<file path="src/rtl/spi_display_tx.sv">
// spi_display_tx: byte-level SPI mode-0 master for the display, with power-on reset sequencing.
//   clk, rst                  : single clock, synchronous active-high reset
//   i_valid/i_ready/i_data/i_dc : byte + data/command select from the MMU (valid/ready)
//   o_valid/o_data            : one-cycle pulse with the byte received on spi_miso
//   busy                      : high whenever not IDLE
//   display_rstb/display_csb/data_commandb/spi_clk/spi_mosi/spi_miso : display pins
module spi_display_tx #(
    parameter int CLK_DIV      = 4,
    parameter int RESET_CYCLES = 1024
) (
    input  logic       clk,
    input  logic       rst,
    input  logic       i_valid,
    output logic       i_ready,
    input  logic [7:0] i_data,
    input  logic       i_dc,
    output logic       o_valid,
    output logic [7:0] o_data,
    output logic       busy,
    output logic       display_rstb,
    output logic       display_csb,
    output logic       data_commandb,
    output logic       spi_clk,
    output logic       spi_mosi,
    input  logic       spi_miso
);
    localparam int HW = $clog2(CLK_DIV) + 1;
    localparam int RW = $clog2(RESET_CYCLES) + 1;

    typedef enum logic [2:0] {RST_LOW, RST_WAIT, IDLE, SHIFT, DONE} state_t;

    state_t        r_state, w_next;
    logic [HW-1:0] r_half;
    logic [RW-1:0] r_rcnt;
    logic [2:0]    r_bit;
    logic [7:0]    r_tx, r_rx, r_odata;
    logic          r_sclk, r_dc;
    logic          w_rst_done, w_edge, w_rise, w_fall, w_accept, w_trans, w_shift;

    assign w_rst_done = r_rcnt == RW'(RESET_CYCLES - 1);
    assign w_edge     = r_half == HW'(CLK_DIV - 1);
    assign w_shift    = r_state == SHIFT;
    assign w_rise     = w_shift & w_edge & ~r_sclk;
    assign w_fall     = w_shift & w_edge & r_sclk;
    assign w_accept   = (r_state == IDLE) & i_valid;
    assign w_trans    = w_next != r_state;

    always_ff @(posedge clk) begin
        if (rst) r_state <= RST_LOW;
        else     r_state <= w_next;
    end

    always_comb begin
        w_next = r_state;
        unique case (r_state)
            RST_LOW:  w_next = w_rst_done ? RST_WAIT : RST_LOW;
            RST_WAIT: w_next = w_rst_done ? IDLE : RST_WAIT;
            IDLE:     w_next = i_valid ? SHIFT : IDLE;
            SHIFT:    w_next = (w_fall && r_bit == 3'd7) ? DONE : SHIFT;
            DONE:     w_next = IDLE;
            default:  w_next = RST_LOW;
        endcase
        i_ready       = r_state == IDLE;
        busy          = r_state != IDLE;
        o_valid       = r_state == DONE;
        display_rstb  = r_state != RST_LOW;
        display_csb   = r_state != SHIFT;
        o_data        = r_odata;
        data_commandb = r_dc;
        spi_clk       = r_sclk;
        spi_mosi      = r_tx[7];
    end

    always_ff @(posedge clk) begin
        if (rst) begin
            r_half  <= '0;
            r_rcnt  <= '0;
            r_bit   <= '0;
            r_tx    <= '0;
            r_rx    <= '0;
            r_odata <= '0;
            r_sclk  <= 1'b0;
            r_dc    <= 1'b0;
        end else begin
            // Both counters restart on any state change; outside their own states the values are don't-care.
            r_rcnt <= w_trans ? '0 : r_rcnt + RW'(1);
            r_half <= (w_trans || w_edge) ? '0 : r_half + HW'(1);
            r_sclk <= w_shift & (r_sclk ^ w_edge);
            if (w_accept) begin
                r_tx  <= i_data;
                r_dc  <= i_dc;
                r_bit <= '0;
            end else if (w_fall) begin
                r_tx  <= {r_tx[6:0], 1'b0};
                r_bit <= r_bit + 3'd1;
            end
            if (w_rise) r_rx <= {r_rx[6:0], spi_miso};
            // The final bit was captured on the preceding rising edge, so r_rx is complete here.
            if (w_shift && w_next == DONE) r_odata <= r_rx;
        end
    end
endmodule

</file>
<file path="config.mk">
export PLATFORM = sky130hd
export DESIGN_NAME = spi_display_tx
export DESIGN_NICKNAME = d
export VERILOG_FILES = /design/src/rtl/spi_display_tx.sv
export SDC_FILE = /design/constraint.sdc
export NUM_CORES = 1
export LEC_CHECK = 0
export BUFFER_PORTS_ARGS = -buffer_cell sky130_fd_sc_hd__buf_4
export CORE_UTILIZATION = 45
export CTS_BUF_LIST = sky130_fd_sc_hd__clkbuf_8
export DETAILED_ROUTE_END_ITERATION = 8
export MAX_ROUTING_LAYER = met4
export PLACE_DENSITY_LB_ADDON = 0.25
export SYNTH_ARGS = -nofsm -noshare
export SYNTH_HDL_FRONTEND = slang
export SYNTH_SLANG_ARGS = --single-unit
</file>
<file path="constraint.sdc">
create_clock -name clk -period 2.11 [get_ports clk]
set_clock_uncertainty 0.15 [all_clocks]
set_input_delay 0.211 -clock clk [delete_from_list [all_inputs] [get_ports clk]]
set_output_delay 0.211 -clock clk [all_outputs]
set_load 0.03 [all_outputs]
</file>
Yosys cells after proc, flatten, opt, wreduce, memory -nomap -nowiden. Index checks and enable logic that the tools add are counted.

Register bits after elaboration: 46. Bits of input ports: 13.

Equality and inequality tests: 11. Add/sub/neg operators: 3. Reduce and logical (&&, ||, !) cells: 9. Multiplexer cells: 7. Bitwise gates (word level): 7.

Operators by type and width (count): 2-to-1 mux 8 bit (2); case mux 3 bit (5 select lines) (1); adder 11 x 1 -> 11 bit, second input constant (1); == test 11 x 10 -> 1 bit, second input constant (1); == test 3 x 2 -> 1 bit, second input constant (3); == test 3 bit, second input constant (3); adder 3 x 1 -> 3 bit, second input constant (2); inequality test 3 x 2 -> 1 bit, second input constant (2); OR reduction 2 bit (3); bitwise AND 1 bit (5); == test 3 x 1 -> 1 bit, second input constant (1); logical NOT 3 bit (1); 2-to-1 mux 3 bit (1); inequality test 3 bit (1); nonzero test 3 bit (1); logical AND 1 bit (2); 2-to-1 mux 1 bit (2); 2-to-1 mux 2 bit (1); nonzero test 2 bit (1); logical OR 1 bit (1); NOT 1 bit (1); XOR 1 bit (1).

Logic depth before layout (Yosys ltp). Gate-level depths: netlist of run 1.

Depth in word-level cells: 9. Depth in mapped cells: 8. Gate-level depth less buffers: 6.

Worst setup path before layout of run 1. No wires, ideal clock.

Path kind: reg2out. From: register r_state[1]. To: output busy. Arrival time: 1727 ps. Path slack: 22 ps. Path buffers: 1. Required time: 1749 ps. Cell stages (with the launch flop): 4. Cells stage by stage: dfxtp_1 buf_2 nor3b_1 inv_1.

Longest elaborated chain between the ends: 1.

Ends and longest elaborated chain: from (decl) (RTL line 32) `state_t r_state, w_next;`; from (signal assigned) (RTL line 50) `else r_state <= w_next;`; inequality test 3 x 2 -> 1 bit (RTL line 64) `busy = r_state != IDLE;`; to (decl) (RTL line 19) `output logic busy,`.

Every way passes these cells.

Worst setup path after layout of run 1.
From: register r_half[0]. To: register r_odata[3] (netlist: o_data[3]).

Longest elaborated chain between the ends: 8.

Ends and longest elaborated chain: from (decl) (RTL line 33) `logic [HW-1:0] r_half;`; from (signal assigned) (RTL line 87) `r_half <= (w_trans || w_edge) ? '0 : r_half + HW'(1);`; == test 3 x 2 -> 1 bit (RTL line 41) `assign w_edge = r_half == HW'(CLK_DIV - 1);`; bitwise AND 1 bit (2 in series) (RTL line 44) `assign w_fall = w_shift & w_edge & r_sclk;`; logical AND 1 bit (RTL line 59) `SHIFT: w_next = (w_fall && r_bit == 3'd7) ? DONE : SHIFT;`; 2-to-1 mux 3 bit (RTL line 59); case mux 3 bit (5 select lines) (RTL line 55) `unique case (r_state)`; == test 3 bit (RTL line 99) `if (w_shift && w_next == DONE) r_odata <= r_rx;`; logical AND 1 bit (RTL line 99); to (signal assigned) (RTL line 99); to (decl) (RTL line 36) `logic [7:0] r_tx, r_rx, r_odata;`.

Every way passes these cells. A chain may end at the register's enable or synchronous reset.

==> reports/metrics.cfg, run 1 <==
[run_status]
outcome=finished clean

[drt]
viasPerCell=5.06
drcViolationCount=0
drtIter0Drc=70
wl_um=3350
vias=1413
antenna_left=0
wl_per_cell_um=12.0
firstDrtPassIters=4

[placement]
place_congestion=0.712
port_buffers=28
dp_hpwl_um=2220

[hold_path]
hold_start=i_data[0]
hp-class=input port to register
hold_depth=3
hold-path-endpoint=r_tx[0]$_SDFFE_PP0P_

[setup_path]
crit_family=adder cells
worstSetupStartpoint=r_half[0]$_SDFF_PP0_
r2r_start=r_half[0]$_SDFF_PP0_
startpoint_type=register
required_ns=2.15
crit_chain=ha_1, ha_1, nand4_4, nor3_4, buf_4, mux2i_1, nor2_1
max_stage_delay_ns=0.36
critPathMostFrequentCell=ha_1
worstRegToRegCells=7
reg2reg_to=o_data[3]$_SDFFE_PP0P_
reg2reg_slack_ns=0.18
cp.buffers_inverters=1
cp_num_cells=7
path_class=register to register
worst_path_max_delay_cell=ha_1
crit_arrival_ns=1.97
path_max_fanout=9
critical_path.endpoint_type=register

[synth]
yosysUniqueCellTypes=37
yosysSeqAreaShare_pct=47.0
synth_seq_cells=46
syn_avg_cell_area_um2=9.75
yosys_warnings=0
synth_area_um2=1960
synthCells=201
synth_nets=219

[clocking]
cts_sinks=46
insertion_delay_ns=0.31
cts_tree=yes
cts_buffer_depth=2
cts_buffers=5
htreeDepth=2
cts_root_buf=clkbuf_8
post_cts_buffers=0
cts.clk_slew.worst_paths_ns=0.09

[global_routing]
grt_pass1_wl_um=5360
grt_pass1_vias=1208
grt_max_degree=34
overflow=0
antenna_found_initial=0
grt_use_total_pct=16.4

[sta]
finalHoldViolations=0
setup_tns_ns=0
worst_slew_pin_slew_ns=0.547
rsz0062_at_grt=no
finalCritPeriodShare_pct=91.4
finalCriticalPeriod_ns=1.93
whs_ns=0.00778
report.final.slew_viol_count=0
maxSlewHeadroom_pct=63.0
setup_viol=0
max_freq_ghz=0.519

[pwr]
power.density_nw_per_um2=692
p_leak_uw=0.000923
peakVddDrop_mv=0.360

[floorplan]
die_area_um2=4620
core_um2=4090
die_x_um=68.0
ios=29
rows=23
initial_core_util_pct=48.0
die_h_um=68.0

[run]
timing.max_cap.violations=0

[layout]
nets=246
final_common_cell=dfxtp_1
areaGrowthSynthToFinish_pct=18.6
drive_gt1_share_pct=19.7
antenna_cells=0
final_cell_mix=dfxtp_1 (46), nor2_1 (33), buf_4 (31)

-- synthesized netlist by cell type --
| cell type | n | area share (%) |
|---|---|---|
| nor3b_1 | 4 | 1.5 |
| ha_1 | 5 | 3.2 |
| a21oi_1 | 8 | 2.0 |
| inv_1 | 3 | 0.57 |
| xnor2_1 | 6 | 2.7 |
| a211oi_1 | 2 | 0.77 |
| nor4_1 | 2 | 0.64 |
| dfxtp_1 | 46 | 47 |
| nand2_1 | 13 | 2.5 |
| nor2b_1 | 2 | 0.64 |
| a22oi_1 | 6 | 2.3 |
| or3_1 | 1 | 0.32 |
| nand3_1 | 5 | 1.3 |
| nand3b_4 | 1 | 1.0 |
| and3_1 | 1 | 0.32 |
| clkbuf_1 | 4 | 0.77 |
| nand4_4 | 1 | 1.1 |
| nand4_1 | 1 | 0.32 |
| xor2_1 | 5 | 2.2 |
| o211ai_1 | 1 | 0.38 |
| buf_2 | 5 | 1.3 |
| buf_4 | 3 | 1.1 |
| nor3_4 | 1 | 0.83 |
| nor4bb_1 | 1 | 0.51 |
| inv_2 | 1 | 0.19 |
| o211a_1 | 1 | 0.51 |
| a31oi_1 | 2 | 0.64 |
| nand4b_1 | 1 | 0.45 |
| nor2_1 | 33 | 6.3 |
| and4_1 | 3 | 1.3 |
| o31ai_1 | 1 | 0.38 |
| a41oi_1 | 1 | 0.45 |
| nor3_1 | 7 | 1.8 |
| nor2_8 | 1 | 1.0 |
| nand3b_1 | 2 | 0.77 |
| mux2i_1 | 20 | 10 |
| o211ai_2 | 1 | 0.64 |
-- kinds of logic after synthesis --
family | synth area share (%)
muxes | 10.2
xor gates and xnor gates | 4.91
AOI/OAI and AO/OA | 8.10
and+or+nand+nor | 22.7
buffers and inverters | 3.96
adders and majority gates | 3.19
DFF | 47.0
-- where the power goes --
part | switching, uW | total [uW] | internal, uW
sequential | 6.74 | 886 | 879
combinational | 29.9 | 60.2 | 30.3
clock | 307 | 662 | 355
total | 344 | 1610 | 1260
-- cell type report --
type,instances,area (um^2)
Timing Repair Buffer,32,243
Multi-Input combinational cell,139,971
Inverter,4,15.0
Sequential cell,46,921
Clock buffer,5,68.8
Tap cell,50,62.6
Fill cell,374,1760
Clock inverter,3,43.8
-- metal layers --
metal | part of all wire, % | track usage, % | up-vias
met1 | 50 | 20.8 | 632
met5 | 0 | - | -
met3 | 4.1 | 4.00 | 5
li1 | - | - | 752
met4 | 2.2 | 10.9 | 0
met2 | 43 | 22.8 | 24
-- registers in the layout, indices dropped and copies added, names as in the netlist --
| register | cells |
|---|---|
| r_rx | 8 |
| r_state | 3 |
| spi_clk | 1 |
| r_half | 3 |
| r_rcnt | 11 |
| r_tx | 8 |
| o_data | 8 |
| data_commandb | 1 |
| r_bit | 3 |
-- per-stage QoR --
step | setup WS (ns) | total power [uW] | instance area (um^2) | instances | util, %
final | 0.182 | 1610 | 2320 | 279 | 56.9
after global routing | 0.00700 | 1670 | 2320 | 279 | 56.9
after CTS | 0.0649 | 1630 | 2320 | 279 | 56.7
after detailed placement | 0.0735 | 965 | 2190 | 270 | 53.7
after global placement | 0.113 | 965 | 2190 | 270 | 53.7
after floorplan | 0.0223 | 942 | 1960 | 201 | -
-- worst max path at each step --
stage / end / slack, ns
floorplan: busy / 0.02
global placement: r_half[1]$_SDFF_PP0_ / 0.11
detailed placement: r_half[1]$_SDFF_PP0_ / 0.07
CTS: r_half[1]$_SDFF_PP0_ / 0.06
global route: o_data[5]$_SDFFE_PP0P_ / 0.007
finish: o_data[3]$_SDFFE_PP0P_ / 0.18
-- tightest hold or removal path, cell delays in order --
cell and delay, ns:
buf_4 0.08, a22oi_1 0.06, nor2_1 0.08
-- what timing repair did --
item                       in CTS  in global routing
hold buffers                    1                  0
hold endpoints to repair        1                  0
resized for setup               0                  1
setup endpoints to repair       0                 14
Note: power is estimated with default switching activity, not from simulation.
==> run 2: changes to the inputs <==
Clock period 2.11 ns to 2 ns, I/O delays scaled along.
==> reports/metrics.cfg, run 2 (same netlist as run 1, synthesis figures left out) <==
[layout]
antenna_cells=0
final_common_cell=dfxtp_1
final_cell_mix=dfxtp_1 (46), nor2_1 (33), buf_4 (30)
areaGrowthSynthToFinish_pct=18.4
largest_reg_flops=11
post-route-util_pct=56.8
drive_gt1_share_pct=20.5
nets=247
largest-register=r_rcnt

[floorplan]
initial_core_util_pct=48.0
core_um2=4090
die_h_um=68.0
die_area_um2=4620
die_x_um=68.0
ios=29
rows=23

[placement]
port_buffers=28
place_congestion=0.706
dp_hpwl_um=2340

[clocking]
htreeDepth=2
cts_tree=yes
cts.clk_slew.worst_paths_ns=0.08
cts_sinks=46
cts_buffer_depth=2
post_cts_buffers=0
cts_buffers=5
insertion_delay_ns=0.29
cts_root_buf=clkbuf_8

[run]
timing.max_cap.violations=0

[global_routing]
antenna_found_initial=0
grt_use_total_pct=17.1
grt_pass1_wl_um=5800
grt_max_degree=34
grt_pass1_vias=1286
overflow=0

[setup_path]
path_max_fanout=9
critical_path.endpoint_type=register
cp.buffers_inverters=1
worst_path_max_delay_cell=dfxtp_1
crit_family=adder cells
required_ns=2.02
crit_chain=ha_1, ha_2, nand4_4, nor3_4, buf_12, mux2i_1, nor2_1
path_class=register to register
max_stage_delay_ns=0.34
startpoint_type=register
crit_arrival_ns=1.85

[sta]
worst_slew_pin_slew_ns=0.566
rsz0062_at_grt=no
setup_viol=0
whs_ns=0.0162
report.final.slew_viol_count=0
finalHoldViolations=0
finalCritPeriodShare_pct=91.3
setup_tns_ns=0
maxSlewHeadroom_pct=61.8
max_freq_ghz=0.548
finalCriticalPeriod_ns=1.83

[drt]
viasPerCell=5.20
wl_um=3410
antenna_left=0
vias=1452
drtIter0Drc=78
wl_per_cell_um=12.2
drcViolationCount=0
firstDrtPassIters=4

[pwr]
power.density_nw_per_um2=655
p_leak_uw=0.000925
peakVddDrop_mv=0.406

[run_status]
outcome=finished clean

[hold_path]
hp-class=input port to register

[run 2: changes by cell type in the layout (fill, tap and decap cells not counted)]
| cell | delta |
|---|---|
| clkinv_2 | +1 |
| ha_1 | -1 |
| o211ai_4 | -1 |
| bufinv_16 | -1 |
| buf_4 | -1 |
| inv_6 | -1 |
| o211ai_2 | +1 |
| ha_2 | +1 |
| buf_12 | +2 |
| nor3b_2 | +1 |
| nor3b_1 | -1 |
[run 2: power by group]
| group | switching, uW | internal [uW] | leakage, uW |
|---|---|---|---|
| Sequential | 7.39 | 927 | 0.000372 |
| Combinational | 32.0 | 35.9 | 0.000509 |
| Clock | 284 | 235 | 0.0000438 |
| Total | 323 | 1200 | 0.000925 |
[run 2: area by class of cell]
| cell class | count | area [um^2] |
|---|---|---|
| repair buffers | 33 | 275 |
| well taps | 50 | 62.6 |
| flip-flops and latches | 46 | 921 |
| clock buffers | 5 | 68.8 |
| inverters | 4 | 15.0 |
| clock inverters | 2 | 10.0 |
| multi-input cells | 139 | 970 |
| fillers | 385 | 1760 |
[run 2: worst min-delay path: stages]
cell	delay (ns)
buf_4	0.08
a22oi_1	0.06
nor2_1	0.08
[run 2: layer usage]
layer	vias to the layer above	GRT usage, %	share of wire, %
met1	671	22.0	48
met4	0	4.95	0.70
met2	28	25.7	47
met3	2	5.33	4.6
met5	-	-	0
li1	751	-	-
[run 2: worst paths after layout]
path,to,from,slack [ns],depth (start not counted)
max,o_data[1]$_SDFFE_PP0P_,r_half[0]$_SDFF_PP0_,0.17,7
min,r_tx[0]$_SDFFE_PP0P_,i_data[0],0.02,3
max reg2reg,o_data[1]$_SDFFE_PP0P_,r_half[0]$_SDFF_PP0_,0.17,7
min reg2reg,r_half[0]$_SDFF_PP0_,r_half[0]$_SDFF_PP0_,0.29,1
[run 2: stage by stage]
step	instance area (um^2)	power, uW	setup WS [ns]	std cells
after global placement	2230	1020	0.141	271
final	2320	1520	0.174	279
after global routing	2320	1590	0.00101	279
after detailed placement	2230	1020	0.0903	271
after CTS	2320	1550	0.0617	279
after floorplan	1970	994	0.198	201
[run 2: what timing repair did]
item                                   in CTS  in global routing
setup endpoints to repair                   0                 25
endpoints found under the hold margin       1                  0
hold buffers                                1                  0
gates resized for setup                     0                  1
==> run 3: changes to the inputs <==
Settings changed: CORE_UTILIZATION 45 to 58.
==> reports/metrics.cfg, run 3 (same netlist as run 1, synthesis figures left out) <==
[placement]
post-place-cells=264
dp_hpwl_um=2560
place_congestion=0.776
port_buffers=28

[clocking]
htreeDepth=2
insertion_delay_ns=0.30
cts_tree=yes
cts_root_buf=clkbuf_8
cts_buffers=5
cts_sinks=46
cts.clk_slew.worst_paths_ns=0.08
cts_buffer_depth=2

[setup_path]
path_class=register to register
worstRegToRegCells=7
crit_arrival_ns=2.01
startpoint_type=register
crit_family=adder cells
max_stage_delay_ns=0.33
cp.buffers_inverters=1
crit_chain=ha_1, ha_1, and4_1, a31oi_1, o211ai_4, buf_12, nor3b_2
required_ns=2.07
cp_num_cells=7
critical_path.endpoint_type=register
reg2reg_slack_ns=0.06
worst_path_max_delay_cell=dfxtp_1
critPathMostFrequentCell=ha_1
path_max_fanout=14

[run_status]
outcome=finished clean

[sta]
max_freq_ghz=0.516
report.final.slew_viol_count=0
finalCriticalPeriod_ns=1.94
finalHoldViolations=0
worst_slew_pin_slew_ns=0.584
maxSlewHeadroom_pct=60.6
setup_viol=0
finalCritPeriodShare_pct=96.9
whs_ns=0.00683

[global_routing]
antenna_found_initial=0
grt_use_total_pct=22.9
grt_pass1_vias=1380
grt_max_degree=34
overflow=0
grt_pass1_wl_um=5890

[floorplan]
die_h_um=60.1
die_x_um=60.1
rows=20
initial_core_util_pct=62.7
core_um2=3130
die_area_um2=3620
ios=29

[layout]
final_cell_mix=dfxtp_1 (46), nor2_1 (33), buf_4 (30)
largest-register=r_rcnt
drive_gt1_share_pct=20.4
post-route-util_pct=75.6
largest_reg_flops=11
areaGrowthSynthToFinish_pct=20.7
layoutNonFillerInstCount=274
nets=247
final_common_cell=dfxtp_1
antenna_cells=0

[drt]
wl_um=3740
drcViolationCount=0
vias=1508
drtIter0Drc=138
viasPerCell=5.50
firstDrtPassIters=4
wl_per_cell_um=13.6
antenna_left=0

[pwr]
peakVddDrop_mv=0.595
power.density_nw_per_um2=707
p_total_uw=1670
p_leak_uw=0.000945

[hold_path]
hold_depth=3
hp-class=input port to register

[run]
timing.max_cap.violations=0

==> run 3: changes by cell type in the layout (fill, tap and decap cells not counted), sizes merged <==
cell | before | now
bufinv | 0 | 1
clkinv | 2 | 0
inv | 4 | 6
==> run 3: metal layers <==
| layer | part of all wire, % | track usage, % | vias up | wire (um) |
|---|---|---|---|---|
| met3 | 4.9 | 7.36 | 9 | 183 |
| li1 | - | - | 753 | - |
| met4 | 1.7 | 7.97 | 0 | 62 |
| met5 | 0 | - | - | 0 |
| met1 | 43 | 24.7 | 701 | 1590 |
| met2 | 51 | 39.2 | 45 | 1900 |
==> run 3: worst reg2reg max path, cell delays in order (launching register included) <==
cell	delay (ns)
dfxtp_1	0.33
ha_1	0.20
ha_1	0.22
and4_1	0.22
a31oi_1	0.28
o211ai_4	0.13
buf_12	0.16
nor3b_2	0.18
==> run 3: what timing repair did <==
item                                    in CTS  in global routing
hold buffers                                 1                  0
pin swaps                                    0                  1
setup buffers                                0                  1
hold endpoints to repair                     1                  0
resized for setup                            2                  2
endpoints found under the setup margin      14                 33
==> run 3: layout make-up <==
type / instances / area [um^2]
Multi-Input combinational cell: 139 / 993
Sequential cell: 46 / 921
Fill cell: 206 / 762
Timing Repair Buffer: 33 / 275
Clock buffer: 5 / 68.8
Tap cell: 44 / 55.1
Clock inverter: 3 / 37.5
Inverter: 4 / 15.0
==> run 3: worst paths after layout <==
check                        start                         end
max          r_bit[0]$_SDFFE_PP0P_        r_half[1]$_SDFF_PP0_
min                           i_dc  data_commandb$_SDFFE_PP0N_
max reg2reg  r_bit[0]$_SDFFE_PP0P_        r_half[1]$_SDFF_PP0_
min reg2reg   r_tx[5]$_SDFFE_PP0P_        r_tx[5]$_SDFFE_PP0P_
==> run 3: stage by stage <==
stage               setup slack (ns)  setup TNS, ns  area (um^2)
floorplan                      0.198              0         1970
global placement              0.0616              0         2200
global route                -0.00226       -0.00226         2370
finish                        0.0615              0         2370
CTS                           0.0180              0         2330
detailed placement           -0.0982         -0.618         2200
==> run 3: power breakdown <==
group	switching [uW]	leakage (uW)	internal [uW]
clock network	296	0.0000607	364
logic	37.4	0.000513	41.1
registers	8.34	0.000372	927
total	342	0.000945	1330
